$ cat src/rtl/down_counter.sv
// Loadable down-counter/timer: accepts a count over a valid/ready handshake,
// decrements on enable and pulses done on expiry, optionally auto-reloading.
module down_counter #(
  parameter int SIZE   = 8,
  parameter bit RELOAD = 1'b0
) (
  input  logic            clk,
  input  logic            reset_n,
  input  logic            load_valid,
  output logic            load_ready,
  input  logic [SIZE-1:0] load_value,
  input  logic            enable,
  input  logic            clear,
  output logic [SIZE-1:0] value,
  output logic            busy,
  output logic            done,
  output logic [1:0]      fsm_state
);

  localparam logic [1:0] IDLE = 2'b01;
  localparam logic [1:0] RUN  = 2'b10;

  localparam logic [SIZE-1:0] ZERO = '0;
  localparam logic [SIZE-1:0] ONE  = {{(SIZE-1){1'b0}}, 1'b1};

  logic [1:0]      state;
  logic [SIZE-1:0] period;

  // Handshake: a load fires on a rising edge where load_valid && load_ready.
  // load_ready depends only on state and clear, never on load_valid.
  assign load_ready = (state == IDLE) && !clear;
  assign fsm_state  = state;

  always_ff @(posedge clk or negedge reset_n) begin
    if (!reset_n) begin
      state  <= IDLE;
      value  <= ZERO;
      period <= ZERO;
      busy   <= 1'b0;
      done   <= 1'b0;
    end else begin
      done <= 1'b0;
      if (clear) begin
        state  <= IDLE;
        value  <= ZERO;
        period <= ZERO;
        busy   <= 1'b0;
      end else begin
        case (state)
          IDLE: begin
            if (load_valid) begin
              if (load_value == ZERO) begin
                // Zero-length run expires immediately without leaving IDLE.
                done   <= 1'b1;
                period <= ZERO;
                value  <= ZERO;
              end else begin
                value  <= load_value;
                period <= load_value;
                state  <= RUN;
                busy   <= 1'b1;
              end
            end
          end
          RUN: begin
            if (enable) begin
              if (value > ONE) begin
                value <= value - ONE;
              end else if (value == ONE) begin
                done <= 1'b1;
                if (RELOAD) begin
                  value <= period;
                end else begin
                  value <= ZERO;
                  state <= IDLE;
                  busy  <= 1'b0;
                end
              end else begin
                // Unreachable zero count in RUN: recover quietly.
                state <= IDLE;
                busy  <= 1'b0;
              end
            end
          end
          default: begin
            state  <= IDLE;
            value  <= ZERO;
            period <= ZERO;
            busy   <= 1'b0;
          end
        endcase
      end
    end
  end

endmodule

$ cat config.mk
export PLATFORM = sky130hd
export DESIGN_NAME = down_counter
export DESIGN_NICKNAME = d
export VERILOG_FILES = /design/src/rtl/down_counter.sv
export SDC_FILE = /design/constraint.sdc
export NUM_CORES = 1
export LEC_CHECK = 0
export BUFFER_PORTS_ARGS = -buffer_cell sky130_fd_sc_hd__buf_2
export CORE_MARGIN = 3
export CORE_UTILIZATION = 45
export CTS_CLUSTER_DIAMETER = 30
export DETAILED_ROUTE_END_ITERATION = 16
export GPL_ROUTABILITY_DRIVEN = 0
export GPL_TIMING_DRIVEN = 0
export PLACE_DENSITY = 0.77
export SYNTH_ARGS = -nofsm -noshare
export SYNTH_HDL_FRONTEND = slang
export SYNTH_SLANG_ARGS = --single-unit
$ cat constraint.sdc
create_clock -name clk -period 2 [get_ports clk]
set_input_delay 0.4 -clock clk [delete_from_list [all_inputs] [get_ports clk]]
set_output_delay 0.4 -clock clk [all_outputs]
set_load 0.01 [all_outputs]
==> impl_metrics.py <==
metrics = {
    "outcome": {
        "status": "finished with violations",
        "failed_checks": "setup timing",
    },
    "grt": {
        "grt_pass1_vias": 878,
        "antenna_found_initial": 0,
        "grt_pass1_wl_um": 3850,
        "grt_usage_pct": 19.77,
        "grt_max_degree": 12,
        "overflow": 0,
    },
    "cts": {
        "clock_sinks": 11,
        "cts_max_level": 1,
        "cts_buffer_depth": 2,
        "cts_root_buf": "clkbuf_4",
        "worst_skew_pair.late_latency_ps": 270,
        "cts_tree": "built",
        "clkTransAtPathRegs_ps": 70,
        "cts_buffers": 3,
    },
    "final_layout": {
        "syn_to_final_growth_pct": 35.36,
        "layout.cells.non_filler": 154,
        "final_core_util_pct": 66.24,
        "layout-drive-gt1-share_pct": 41.86,
        "diodes": 0,
        "nNetsFinal": 147,
    },
    "logic_synthesis": {
        "syn_inst": 92,
        "ys_ff_latch": 11,
        "synth_edf_count": 0,
        "synth_top_area_cell": "dfrtp_1",
        "synthesis.nets": 109,
        "netlist_area_um2": 863.3,
        "synth_compound_area_share_pct": 30.43,
        "yosysSeqAreaShare_pct": 32.03,
        "synth_mux_area_share_pct": 0,
        "synthSimpleGateAreaFrac_pct": 24.35,
        "yosys_warnings": 0,
        "avgSynthCellArea_um2": 9.384,
        "synth_ff_type": "dfrtp_1",
        "synth_xor_area_share_pct": 0,
        "synth_cell_type_count": 33,
        "synth_top_area_share_pct": 28.99,
        "synthAdderAreaFrac_pct": 5.797,
        "synth_common_cells": "dfrtp_1, nand2_1, nor2_1",
        "synth_area_leaders": "dfrtp_1, a22o_1, o41ai_4",
        "synth_top_family_by_area": "compound AO/OA/AOI/OAI gates",
        "async_flop_share_pct": 100.0,
    },
    "timing": {
        "clock_skew_ps": 3.321,
        "setup_ws_ps": -1.262,
        "finalHoldViolCount": 0,
        "max_clock_freq_mhz": 499.7,
        "report.final.setup_viol": 1,
        "finalMaxSlewViolations": 0,
        "min_period_ps": 2001,
        "fin_crit_sh_pct": 100.1,
        "maxSlewHeadroom_pct": 72.62,
        "rsz0062_at_grt": "yes",
        "worstMarginPinSlew_ps": 410.8,
        "whs_ps": 431.0,
    },
    "routing": {
        "vias_per_cell": 5.877,
        "drtAntennaViolNets": 0,
        "wl_um": 2352,
        "remaining_drc_errors": 0,
        "post_drt_wl_per_cell_um": 15.27,
        "first_pass_iters": 4,
        "drt_iter0_markers": 36,
        "vias": 905,
    },
    "floorplanning": {
        "core_area_mm2": 0.001764,
        "start_util_pct": 48.94,
        "die_h_um": 49.80,
        "dieWidth_um": 49.80,
        "dieArea_mm2": 0.002480,
        "rows": 15,
        "ios": 26,
    },
    "worst_setup_path": {
        "criticalPathCategory": "flip-flop to flip-flop",
        "cp_max_fo": 6,
        "path_cells": "or4_1 > buf_6 > o41ai_4 > o221ai_1 > a22o_4",
        "cp-start-kind": "flip-flop",
        "cp.required_ps": 2160,
        "slowest_delay_ps": 540,
        "cp_slowest_cell": "or4_1",
        "worst_ep_arrival_time_ps": 2160,
        "worstSetupEndpointType": "flip-flop",
    },
    "min_path": {
        "hold_path_class": "primary input to flip-flop",
    },
    "pwr": {
        "cellPowerDensity_mw_per_mm2": 1487,
        "ir_worst_vdd_v": 0.0007724,
        "p_leak_uw": 0.0005725,
        "power_uw": 1738,
    },
    "placed_design": {
        "io_buffers": 25,
        "dp_cells": 142,
        "dp_hpwl_um": 1656,
        "post-place-ws_ps": -143.9,
    },
    "job": {
        "maxCapViolCount": 0,
    },
}
layer usage:
layer / share of wire (%) / track usage [%] / up-vias / wire, um
met4: 1.7 / 5.530 / 0 / 39
met3: 8.2 / 7.251 / 8 / 194
li1: - / - / 426 / -
met1: 41 / 23.78 / 431 / 967
met2: 49 / 32.82 / 40 / 1151
met5: 0 / 0 / - / 0
placed cells by master, fill, tap and decap left out, drive strengths merged:
cell type and n:
a21o 1, nor4 1, o221ai 5, nor3b 2, o31ai 1, nor2 8
dfstp 1, buf 37, o41ai 4, nor2b 1, a211oi 1, o21ai 6
nand3 2, nor4bb 1, o22a 1, dlygate4sd3 1, a31oi 1, inv 6
nor3 2, nand4bb 1, a22o 8, dfrtp 10, and3b 1, or4 4
nand2b 1, o21a 1, ha 4, clkbuf 5, nand4 2, nand2 10
power by group:
part | leakage, uW | switching [uW] | internal [uW] | total, uW
Combinational | 0.000414 | 628 | 555 | 1180
Clock | 0.0000150 | 74.5 | 77.1 | 152
Sequential | 0.000144 | 106 | 298 | 403
sequential cells by signal, indices dropped and copies added (netlist names):
| name | cells |
|---|---|
| value | 8 |
| fsm_state | 1 |
| done | 1 |
| busy | 1 |
final cells by class:
cell class	count	area (um2)
buffer	4	33.78
fill	155	595.6
clock buffer	4	26.28
multi-input combinational	69	573.1
timing repair buffer	35	202.7
inverter	6	22.52
sequential	11	279.0
tap	25	31.28
final timing paths:
check / from / endpoint / slack, ps / depth (start not counted)
max in group asynchronous: reset_n / fsm_state[0] / 1210 / 2
min in group asynchronous: reset_n / busy / 530 / 2
worst max-delay path: value[6] / value[4] / -1 / 5
worst min register to register: fsm_state[0] / fsm_state[0] / 550 / 2
worst max register to register: value[6] / value[4] / -1 / 5
worst min-delay path: enable / done / 430 / 3
what timing repair did:
action                                 CTS  global route
buffers inserted                         3             6
setup endpoints to repair               11             8
endpoints found under the hold margin   10             0
gates cloned                             0             0
hold buffers                             1             0
resized for setup                        7             8
pin swaps                                4             5
stage by stage:
| stage | setup TNS, ps | cell area, um2 |
|---|---|---|
| floorplan | 0 | 869.6 |
| global route | -80.65 | 1169 |
| detailed placement | -1129 | 1026 |
| global placement | -706.6 | 1026 |
| CTS | 0 | 1121 |
| finish | -1.262 | 1169 |
cells by family after synthesis:
group,Yosys count
compound gates,29
fa+ha+maj,4
buf+inv,12
flops,11
simple gates,36
critical path, delay by kind of cell (launching register included):
family / cells / cell delay (ps)
AND/OR/NAND/NOR: 1 / 540
buffers and inverters: 1 / 160
flip-flops: 1 / 390
AO/OA/AOI/OAI: 3 / 810
(Power assumes the default switching activity.)
